**config.mk**
```make
export PLATFORM = sky130hd
export DESIGN_NAME = cnt8
export DESIGN_NICKNAME = d
export VERILOG_FILES = /design/src/rtl/cnt8.sv
export SDC_FILE = /design/constraint.sdc
export NUM_CORES = 1
export LEC_CHECK = 0
export ABC_AREA = 1
export CELL_PAD_IN_SITES_DETAIL_PLACEMENT = 1
export CELL_PAD_IN_SITES_GLOBAL_PLACEMENT = 1
export CORE_MARGIN = 1
export CORE_UTILIZATION = 27
export CTS_BUF_LIST = sky130_fd_sc_hd__clkbuf_8
export DETAILED_ROUTE_END_ITERATION = 16
export PLACE_DENSITY = 0.75
export SLEW_MARGIN = 40
export SYNTH_ARGS = -nofsm -noshare
export SYNTH_HDL_FRONTEND = slang
export SYNTH_SLANG_ARGS = --single-unit
export TNS_END_PERCENT = 1
```
**constraint.sdc**
```tcl
create_clock -name clk -period 1.1 [get_ports clk]
set_input_delay 0.22 -clock clk [delete_from_list [all_inputs] [get_ports clk]]
set_output_delay 0.22 -clock clk [all_outputs]
set_load 0.005 [all_outputs]
```
**src/rtl/cnt8.sv**
```systemverilog
// -----------------------------------------------------------------------------
// cnt8 -- 8-bit loadable up-counter with carry-in / carry-out.
//
// Optional feature: define CNT8_SCLR_EN to add a synchronous clear input
// (clr). Clear has the highest priority among the synchronous controls.
//
// Ports
//   clk  in   1  rising-edge clock
//   rst  in   1  asynchronous active-low reset; q is forced to 8'h00
//   clr  in   1  synchronous clear (only with CNT8_SCLR_EN)
//   ld   in   1  synchronous parallel load of d; wins over counting
//   d    in   8  parallel-load data
//   ci   in   1  carry-in / count enable
//   co   out  1  carry-out = ci & (q == 8'hFF), combinational
//   q    out  8  registered counter value
// -----------------------------------------------------------------------------
module cnt8 (
  input  logic       clk,
  input  logic       rst,
`ifdef CNT8_SCLR_EN
  input  logic       clr,
`endif
  input  logic       ld,
  input  logic [7:0] d,
  input  logic       ci,
  output logic       co,
  output logic [7:0] q
);

  logic [7:0] q_d;
  logic [7:0] q_q;
  logic       sclr;

`ifdef CNT8_SCLR_EN
  assign sclr = clr;
`else
  // Without the clear feature the clear term is tied inactive.
  assign sclr = 1'b0;
`endif

  // Next-state selection: clear > load > increment > hold.
  always_comb begin
    q_d = q_q;
    if (sclr) begin
      q_d = 8'h00;
    end else if (ld) begin
      q_d = d;
    end else if (ci) begin
      // 8-bit addition wraps 8'hFF to 8'h00 naturally.
      q_d = q_q + 8'h01;
    end else begin
      q_d = q_q;
    end
  end

  // Counter register with asynchronous active-low reset.
  always_ff @(posedge clk or negedge rst) begin
    if (!rst) begin
      q_q <= 8'h00;
    end else begin
      q_q <= q_d;
    end
  end

  assign q = q_q;

  // Carry-out looks at the current register value only, so it is independent
  // of ld and is 0 during reset because q_q is held at 8'h00.
  assign co = ci & (q_q == 8'hFF);

endmodule

```
==> run metrics <==
unrepaired setup endpoints after global routing true; vias in the first global route 644; M1 WL 783 microns; clk root buf clkbuf_8; All-Layer GR Usage 19.8%; final setup violation count 11; placed wire-length estimate 1380 microns; TritonCTS clock tree yes; Finished Core Util 55.0%; Initial Util 29.1%; Top-Level Pins 21; Lkg Pwr 0.000460 uW; Worst EP arrival 1.28 ns; GRT Residual Overflow 0; Detailed Routing Iterations Pass 1 3; Max-cap violations 0; final hold violations 0; Crit Path Class register to output port; row count 15; gpl congestion 0.811; drt drc 0; Yosys top cell by area dfrtp_1; Num CTS Buffers 3; reg-to-reg endpoint q[7]; H-tree depth 1; ANT nets after route 0; Fin Clk Skew 0.000199 ns; top sig layer met4; endpoint class of the critical path output port; global-route wire length before repair 2820 microns; max reg flops 8; peak supply drop 0.000765 V; fmax 666 MHz; met2 wire length 1080 microns; fillcell total 231; Slew HR 70.7%; Yosys cell types 18; Hold Crit Class primary input to async pin; final net count 126; die area 2080 sq um; Clk pin slew, worst setup/hold paths 0.04 ns; Sinks on Clock Net 8; DP Area 880 sq um; post-synthesis sequential area ratio 38.9%; die span in x 45.6 microns; Yosys top cell area share 38.9%; fin area 971 sq um; layout cells sized above 1 45.0%; hold bufs inserted after CTS 0; initial antenna violation count 0; R2R depth 9; clk_lat worst skew 0.23 ns; total vias in the final route 642; setup slack after layout -0.401 ns; Pwr per Cell Area 1150 nW/um^2; most frequent cells in the layout 19 x buf_4, 18 x nand2_1, 10 x clkdlybuf4s50_1, 8 x dfrtp_1; Final Max Slew Viols 0; most common cell after layout, fill and taps aside buf_4; CP startpoint kind register; syn avg cell area 7.91 sq um; violated checks negative setup slack; port bufs 20; Syn. warnings 0; worst r2r src q[1]; largest net degree at the start of global routing 9; routed vias/inst 4.72; Synth area leaders dfrtp_1 39%, nand2_1 14%, a22oi_1 8.8%; Switching Share 29.4%; Reg2Reg Setup Slack -0.13 ns; worst path required time 0.88 ns; Tmin final 1.50 ns; DRT iter0 DRCs 8; cells after synthesis 65; switching pwr 328 uW; Post-Route WL 1940 microns; Inserted Diodes 0; Pint 787 uW; Synth Cell Area 514 sq um; overall die height 45.6 microns; Yosys reg bits 8; final worst-path cycle share 136%; syn nets 78; area grow syn2layout 88.8%; CORE AREA 1760 sq um; Gate power share 36.1%; Slew @ Worst Pin 0.439 ns; CTS max path bufs 2; CP max FO 5; clock share of power 32.3%; run status finished with violations; WL met3 69 microns; routed len/inst 14.3 microns; Flop pwr share 31.6%
[Yosys cell counts, drive strengths merged]
master,n
nand2,21
dfrtp,8
nand3,8
nor2,8
a22oi,6
inv,6
o21ai,2
buf,1
ha,1
nor3,1
o211ai,1
o21bai,1
xnor2,1
[per-layer routing]
layer,GRT usage (%),up-vias
li1,-,310
met1,22.5,314
met2,35.1,16
met3,5.95,2
met4,5.45,0
met5,0,-
[timing repair]
item                                    in CTS  in global routing
hold endpoints to repair                     0                  0
endpoints found under the setup margin      16                 15
buffers inserted                             3                  2
resized for setup                           22                 15
pin swaps                                    1                  3
[cell type report]
class,count,area [sq um],share of cell area (%)
clock buffer,3,41.3,4.25
inverter,6,22.5,2.32
multi-input combinational,50,315,32.5
sequential,8,200,20.6
tap,25,31.3,3.22
timing repair buffer,44,360,37.1
[power groups by stage]
| stage | Clock [uW] | Sequential [uW] | Combinational, uW |
|---|---|---|---|
| after floorplan | 0 | 378 | 107 |
| after global routing | 396 | 356 | 435 |
| after CTS | 374 | 352 | 364 |
| final | 360 | 352 | 402 |
| after global placement | 0 | 353 | 347 |
| after detailed placement | 0 | 355 | 357 |
[worst max-delay path: stages, from the launching register on]
cell and delay [ns]:
dfrtp_1 0.36, buf_4 0.18, clkdlybuf4s50_1 0.51
[stage by stage]
step | worst slack (ns) | std cells | hold slack (ns) | TNS (ns) | power (uW)
floorplan | -0.130 | 65 | -0.0756 | -0.161 | 484
global placement | -0.525 | 128 | 0.541 | -3.23 | 700
detailed placement | -0.575 | 128 | 0.552 | -3.54 | 712
CTS | -0.411 | 134 | 0.310 | -1.79 | 1090
global route | -0.488 | 136 | 0.330 | -2.26 | 1190
finish | -0.401 | 136 | 0.302 | -1.60 | 1110
[kinds of logic (layout without fill, tap and decap cells)]
kind of cell,count (synthesis),in the layout,synth area share (%)
buffers and inverters,7,53,6.57
AOI/OAI and AO/OA,10,10,13.6
DFF,8,8,38.9
xor gates and xnor gates,1,1,1.70
adders and majority gates,1,1,2.43
and+or+nand+nor,38,38,36.7
[worst max-delay path by stage]
stage / from / endpoint / slack (ns)
2_1_floorplan: q[0] / co / -0.13
3_3_place_gp: ci / co / -0.53
3_5_place_dp: ci / co / -0.57
4_1_cts: q[1] / co / -0.41
5_1_grt: q[1] / co / -0.49
6_report: q[2] / q[2] / -0.40
No activity file was read; power rests on OpenSTA's default activity.
